===== src/rtl/alu_arbiter_if.sv =====
// alu_arbiter_if: requester, shared-ALU and response signals of the two-port ALU arbiter.
interface alu_arbiter_if #(parameter int XLEN = 32);
  logic            req0_valid, req0_ready, req1_valid, req1_ready;
  logic [XLEN-1:0] req0_a, req0_b, req1_a, req1_b;
  logic [2:0]      req0_control, req1_control;
  logic [XLEN-1:0] alu_a, alu_b, alu_result;
  logic [2:0]      alu_control;
  logic            rsp_valid, rsp_ready, rsp_id;
  logic [XLEN-1:0] rsp_result;
  modport slave (
    input  req0_valid, req0_a, req0_b, req0_control,
    input  req1_valid, req1_a, req1_b, req1_control,
    input  alu_result, rsp_ready,
    output req0_ready, req1_ready, alu_a, alu_b, alu_control,
    output rsp_valid, rsp_result, rsp_id
  );
  modport master (
    output req0_valid, req0_a, req0_b, req0_control,
    output req1_valid, req1_a, req1_b, req1_control,
    output alu_result, rsp_ready,
    input  req0_ready, req1_ready, alu_a, alu_b, alu_control,
    input  rsp_valid, rsp_result, rsp_id
  );
endinterface


===== src/rtl/alu_arbiter.sv =====
// alu_arbiter: round-robin sharing of one combinational ALU between two requesters,
// with a single registered result slot that can refill in the same cycle it drains.
module alu_arbiter #(parameter int XLEN = 32) (
  input logic clk,
  input logic reset,
  alu_arbiter_if.slave bus
);
  typedef enum logic {EMPTY, FULL} state_t;
  state_t state, state_n;
  logic last_grant, grant, any, free, accept;
  always_comb begin
    any = bus.req0_valid | bus.req1_valid;
    grant = (bus.req0_valid & bus.req1_valid) ? ~last_grant : bus.req1_valid;
    // reset gating keeps both readies low while the async reset is held
    free = ~reset & ((state == EMPTY) | bus.rsp_ready);
    accept = any & free;
    state_n = accept ? FULL : bus.rsp_ready ? EMPTY : state;
    bus.req0_ready = accept & ~grant;
    bus.req1_ready = accept & grant;
    bus.alu_a = ~any ? '0 : grant ? bus.req1_a : bus.req0_a;
    bus.alu_b = ~any ? '0 : grant ? bus.req1_b : bus.req0_b;
    bus.alu_control = ~any ? 3'b000 : grant ? bus.req1_control : bus.req0_control;
    bus.rsp_valid = state == FULL;
  end
  always_ff @(posedge clk or posedge reset)
    if (reset) state <= EMPTY;
    else state <= state_n;
  always_ff @(posedge clk or posedge reset)
    if (reset) begin
      bus.rsp_result <= '0;
      bus.rsp_id <= 1'b0;
      last_grant <= 1'b1;
    end else if (accept) begin
      bus.rsp_result <= bus.alu_result;
      bus.rsp_id <= grant;
      last_grant <= grant;
    end
endmodule


===== src/flat_wrapper.sv =====
// flat-port wrapper written by rule: the top's interface ports become plain ports
module alu_arbiter_flat 
#(parameter int XLEN = 32)
  (clk, reset, bus_req0_valid, bus_req0_a, bus_req0_b, bus_req0_control, bus_req1_valid, bus_req1_a, bus_req1_b, bus_req1_control, bus_alu_result, bus_rsp_ready, bus_req0_ready, bus_req1_ready, bus_alu_a, bus_alu_b, bus_alu_control, bus_rsp_valid, bus_rsp_result, bus_rsp_id);
  alu_arbiter_if #(.XLEN(XLEN)) bus_i ();
  input logic clk;
  input logic reset;
  input wire logic [$bits(bus_i.req0_valid)-1:0] bus_req0_valid;
  input wire logic [$bits(bus_i.req0_a)-1:0] bus_req0_a;
  input wire logic [$bits(bus_i.req0_b)-1:0] bus_req0_b;
  input wire logic [$bits(bus_i.req0_control)-1:0] bus_req0_control;
  input wire logic [$bits(bus_i.req1_valid)-1:0] bus_req1_valid;
  input wire logic [$bits(bus_i.req1_a)-1:0] bus_req1_a;
  input wire logic [$bits(bus_i.req1_b)-1:0] bus_req1_b;
  input wire logic [$bits(bus_i.req1_control)-1:0] bus_req1_control;
  input wire logic [$bits(bus_i.alu_result)-1:0] bus_alu_result;
  input wire logic [$bits(bus_i.rsp_ready)-1:0] bus_rsp_ready;
  output wire logic [$bits(bus_i.req0_ready)-1:0] bus_req0_ready;
  output wire logic [$bits(bus_i.req1_ready)-1:0] bus_req1_ready;
  output wire logic [$bits(bus_i.alu_a)-1:0] bus_alu_a;
  output wire logic [$bits(bus_i.alu_b)-1:0] bus_alu_b;
  output wire logic [$bits(bus_i.alu_control)-1:0] bus_alu_control;
  output wire logic [$bits(bus_i.rsp_valid)-1:0] bus_rsp_valid;
  output wire logic [$bits(bus_i.rsp_result)-1:0] bus_rsp_result;
  output wire logic [$bits(bus_i.rsp_id)-1:0] bus_rsp_id;
  assign bus_i.req0_valid = bus_req0_valid;
  assign bus_i.req0_a = bus_req0_a;
  assign bus_i.req0_b = bus_req0_b;
  assign bus_i.req0_control = bus_req0_control;
  assign bus_i.req1_valid = bus_req1_valid;
  assign bus_i.req1_a = bus_req1_a;
  assign bus_i.req1_b = bus_req1_b;
  assign bus_i.req1_control = bus_req1_control;
  assign bus_i.alu_result = bus_alu_result;
  assign bus_i.rsp_ready = bus_rsp_ready;
  assign bus_req0_ready = bus_i.req0_ready;
  assign bus_req1_ready = bus_i.req1_ready;
  assign bus_alu_a = bus_i.alu_a;
  assign bus_alu_b = bus_i.alu_b;
  assign bus_alu_control = bus_i.alu_control;
  assign bus_rsp_valid = bus_i.rsp_valid;
  assign bus_rsp_result = bus_i.rsp_result;
  assign bus_rsp_id = bus_i.rsp_id;
  alu_arbiter #(.XLEN(XLEN)) u_core (.clk(clk), .reset(reset), .bus(bus_i));
endmodule

===== config.mk =====
export PLATFORM = sky130hd
export DESIGN_NAME = alu_arbiter_flat
export DESIGN_NICKNAME = d
export VERILOG_FILES = /design/src/rtl/alu_arbiter_if.sv /design/src/rtl/alu_arbiter.sv /design/src/flat_wrapper.sv
export SDC_FILE = /design/constraint.sdc
export NUM_CORES = 1
export LEC_CHECK = 0
export CAP_MARGIN = 20
export CORE_ASPECT_RATIO = 1.75
export CORE_MARGIN = 8
export CORE_UTILIZATION = 25
export CTS_BUF_LIST = sky130_fd_sc_hd__clkbuf_16
export CTS_CLUSTER_DIAMETER = 150
export CTS_CLUSTER_SIZE = 8
export DETAILED_ROUTE_END_ITERATION = 8
export MAX_ROUTING_LAYER = met4
export PLACE_DENSITY = 0.84
export REMOVE_ABC_BUFFERS = 1
export SLEW_MARGIN = 40
export SYNTH_ARGS = -nofsm -noshare
export SYNTH_HDL_FRONTEND = slang
export SYNTH_SLANG_ARGS = --single-unit
export TNS_END_PERCENT = 5

===== constraint.sdc =====
create_clock -name clk -period 1.2 [get_ports clk]
set_input_delay 0.24 -clock clk [delete_from_list [all_inputs] [get_ports clk]]
set_output_delay 0.24 -clock clk [all_outputs]
set_load 0.01 [all_outputs]

# Word level (Yosys, flattened, before mapping)
# Index checks and enable logic that the tools add are counted.
# classes
n_reduce_logical	1
n_bitwise	11
mux	9
# ops
operator	n
2-to-1 mux 32 bit	4
2-to-1 mux 3 bit	2
bitwise AND 1 bit	5
NOT 1 bit	4
2-to-1 mux 1 bit	3
OR 1 bit	2
nonzero test 2 bit	1
# totals
output_inout_bits	103
reg_bits	35
input_bits	171
word_cells	25

# Longest topological paths before layout
# depth
word_depth	5
ltp_mapped	7
depth_no_buf	3

# Worst setup path after synthesis
# OpenSTA, ideal clock, no wires.
# synth_timing
path_kind	flip-flop to output port
start	reg u_core.last_grant
end	out bus_alu_a[28]
arrival_ns	1.183
path_stages_with_launch	5
path_slack_ns	-0.223
n_path_buf	2
required_time_ns	0.960
cell_sequence	dfstp_2 > a21boi_2 > buf_4 > buf_2 > o21ai_0
# synth_between
elab_chain_len	4
# synth_lines
item	line_no	text
from (decl)	alu_arbiter.sv:10	logic last_grant, grant, any, free, accept;
from (signal assigned)	alu_arbiter.sv:36	last_grant <= grant;
NOT 1 bit	alu_arbiter.sv:13	grant = (bus.req0_valid & bus.req1_valid) ? ~last_grant : bus.req1_valid;
2-to-1 mux 1 bit	alu_arbiter.sv:13	
2-to-1 mux 32 bit (2 in series)	alu_arbiter.sv:20	bus.alu_a = ~any ? '0 : grant ? bus.req1_a : bus.req0_a;
to (decl)	flat_wrapper.sv:20	output wire logic [$bits(bus_i.alu_a)-1:0] bus_alu_a;
# Every way passes these cells.

# Worst setup path in the final report
# layout_timing
start	reg u_core.last_grant
end	out bus_alu_b[19]
# layout_between
elab_chain_len	4
# layout_lines
item	line_no	text
NOT 1 bit	alu_arbiter.sv:13	
2-to-1 mux 1 bit	alu_arbiter.sv:13	
2-to-1 mux 32 bit (2 in series)	alu_arbiter.sv:21	bus.alu_b = ~any ? '0 : grant ? bus.req1_b : bus.req0_b;
to (decl)	flat_wrapper.sv:21	output wire logic [$bits(bus_i.alu_b)-1:0] bus_alu_b;
# Every way passes these cells.

==> flow_summary.yaml <==
status:
  status: "complete, but fails checks"
  violations: "negative setup slack"
floorplan:
  die_w_um: 90.8
  core_um2: 9730
  start_util_pct: 25.2
  die_h_um: 147
  fp-row-count: 48
  die_area_um2: 13300
  ioPinCount: 274
cts:
  cts_tree: "done"
  ctsHoldBuffers: 0
  clkLatencyLatePin_ns: 0.28
  clk_path_buf_depth: 2
  h-tree-depth: 2
  cts_buffers: 5
  clk_pin_slew_ns: 0.06
  clock_sinks: 35
  clockRootBuffer: "clkbuf_16"
global_route:
  grt-busiest-layer: "met2"
  grt_use_met3_pct: 5.62
  grt_pass1_wl_mm: 19.5
  gr-usage-met2_pct: 32.0
  grt-ovfl-total: 0
  grt_usage_pct: 18.8
  grt_pass1_vias: 3348
  grt_max_degree: 41
  grtUsageMet1_pct: 20.1
  antenna_found_initial: 1
yosys:
  synth-seq-cells: 35
  yosysWarnings: 0
  seq_area_frac_synth_pct: 35.8
  synth.distinct_cells: 19
  synth_area_per_cell_um2: 8.03
  syn-cell-area_um2: 2450
  syn_inst: 305
layout:
  nFillCells: 874
  nets: 752
  final_cell_mix: "clkdlybuf4s50_1 (166), nand2_1 (133), buf_2 (70)"
  design_area_um2: 5390
  syn2layout_area_growth_pct: 120
  final_layout_size_suffix_gt1_share_pct: 26.5
  seqCellArea_um2: 877
  layout_commonest_cell: "clkdlybuf4s50_1"
  multi_input_area_um2: 1460
power_and_ir_drop:
  p_int_mw: 3.65
  p_seq_share_pct: 28.7
  powerDensity_nw_per_um2: 987
  max-vdd-ir-drop_mv: 1.14
  netSwitchingFraction_pct: 31.3
  p_clk_share_pct: 23.1
  p_leak_nw: 2.48
  p_comb_share_pct: 48.2
  p_sw_mw: 1.67
route:
  avgViaCountPerCell: 4.64
  wirelength_mm: 13.2
  dr.pass1.iters: 4
  vias: 3287
  initialDrtViolationCount: 136
  ant_nets: 0
  drc_errors: 0
  wl_per_cell_um: 18.6
setup_path:
  r2r_slack_ns: -0.23
  cp-startpoint: "u_core.last_grant"
  critPathKind: "reg -> out"
  cp.depth: 5
  crit_family: "flip-flops"
  cp.arrival_ns: 1.56
  cpMaxStageDelayCell: "dfstp_2"
  worstPathMaxFanout: 40
  cp-endpoint: "bus_alu_b[19]"
  path_cells: "a21boi_4, buf_12, buf_16, o21ai_1, buf_2"
  cp-start-kind: "register"
  crit_path_max_incr_delay_ns: 0.55
  critPathCaptureType: "output pin"
  critPathBufInv: 3
  crit_required_ns: 0.96
  worstReg2RegStart: "u_core.bus.rsp_valid"
  rr_worst_depth: 5
  r2r-end: "u_core.bus.rsp_result[20]"
timing:
  setup_viol: 103
  clock.fmax_mhz: 556
  finalMaxSlewViolations: 0
  finalHoldViolCount: 0
  grt_setup_unrepaired: "yes"
  fin_crit_sh_pct: 150
  max_slew.worst_pin.slew_ns: 0.288
  min_period_ns: 1.80
  skew_ns: 0.00491
  fin_ws_ns: -0.600
  slew_headroom_pct: 80.8
placement:
  dp_slack_ns: -1.13
  place.gp.congestion: 0.915
  placed_cell_area_um2: 5380
  io_buffers: 273
  dp.final_hpwl_mm: 10.1
min_path:
  hold_class: "in -> async"
run:
  drv_cap: 0
## tightest hold or removal path, delay by kind of cell
kind / cells / cell delay (ns)
buf+inv: 3 / 0.57
## layer usage
metal | wire length, um | share of wire [%]
met1 | 4910 | 37
met2 | 6640 | 50
met3 | 1250 | 9.5
met4 | 373 | 2.8
met5 | 0 | 0
## worst min path at each step
stage / to / slack (ns) / cells after the start
6_report: u_core.bus.rsp_result[4] / 0.20 / 3
4_1_cts: u_core.bus.rsp_result[4] / 0.20 / 3
3_3_place_gp: u_core.bus.rsp_valid / 0.49 / 2
2_1_floorplan: u_core.bus.rsp_valid / 0.37 / 2
5_1_grt: u_core.last_grant / 0.23 / 2
3_5_place_dp: u_core.bus.rsp_result[29] / 0.49 / 1
## stage by stage
stage	utilization [%]	cells	TNS [ns]	power, mW	hold WS (ns)
2_1_floorplan	-	278	-212.83	2.45	0.367
3_3_place_gp	55.2	694	-93.10	4.17	0.491
3_5_place_dp	55.2	694	-97.48	4.23	0.495
4_1_cts	55.3	707	-48.63	5.38	0.199
5_1_grt	55.4	708	-52.85	5.61	0.225
6_report	55.4	708	-45.69	5.32	0.197
## kinds of logic after synthesis
kind of cell | after synthesis | synth area share [%]
flops | 35 | 35.8
compound gates | 69 | 14.9
simple gates | 139 | 21.8
buf+inv | 28 | 7.51
mux | 34 | 19.9
## synthesized netlist by cell type
| cell type | number | share of area (%) |
|---|---|---|
| a21boi_2 | 1 | 0.46 |
| o21ai_0 | 65 | 13 |
| and2_1 | 1 | 0.26 |
| buf_4 | 2 | 0.61 |
| dfstp_2 | 1 | 1.1 |
| o21bai_4 | 1 | 0.77 |
| dfrtp_1 | 34 | 35 |
| buf_2 | 5 | 1.0 |
| buf_6 | 8 | 3.7 |
| inv_1 | 1 | 0.15 |
| nor2b_2 | 1 | 0.36 |
| clkbuf_2 | 4 | 0.82 |
| nand2b_1 | 1 | 0.26 |
| o21ai_1 | 2 | 0.41 |
| nand2_1 | 135 | 21 |
| mux2_2 | 6 | 2.8 |
| mux2_4 | 28 | 17 |
| nor2b_1 | 1 | 0.26 |
| clkbuf_1 | 8 | 1.2 |
## state kept, by name, summed over array words and instances (netlist names)
register               cells
u_core.last_grant          1
u_core.bus.rsp_valid       1
u_core.bus.rsp_id          1
u_core.bus.rsp_result     32
## final cells by class
cell class,instances,share of cell area [%]
diodes,1,0.0464
repair buffers,296,51.1
flip-flops and latches,35,16.3
clock buffers,5,2.32
inverters,1,0.0696
well taps,125,2.90
clock inverters,3,0.232
multi-input cells,242,27.1
## what timing repair did
action | in CTS | in global routing
endpoints found under the setup margin | 137 | 118
resized for setup | 411 | 48
buffers inserted | 1 | 0
pin swaps | 13 | 4
cloned | 4 | 0
## power by group through the flow
| stage | clock, mW | sequential, mW | combinational, mW |
|---|---|---|---|
| 2_1_floorplan | 0 | 1.62 | 0.826 |
| 3_3_place_gp | 0 | 1.53 | 2.64 |
| 3_5_place_dp | 0 | 1.54 | 2.69 |
| 4_1_cts | 1.28 | 1.53 | 2.57 |
| 5_1_grt | 1.31 | 1.55 | 2.75 |
| 6_report | 1.23 | 1.53 | 2.57 |
(Power assumes the default switching activity.)
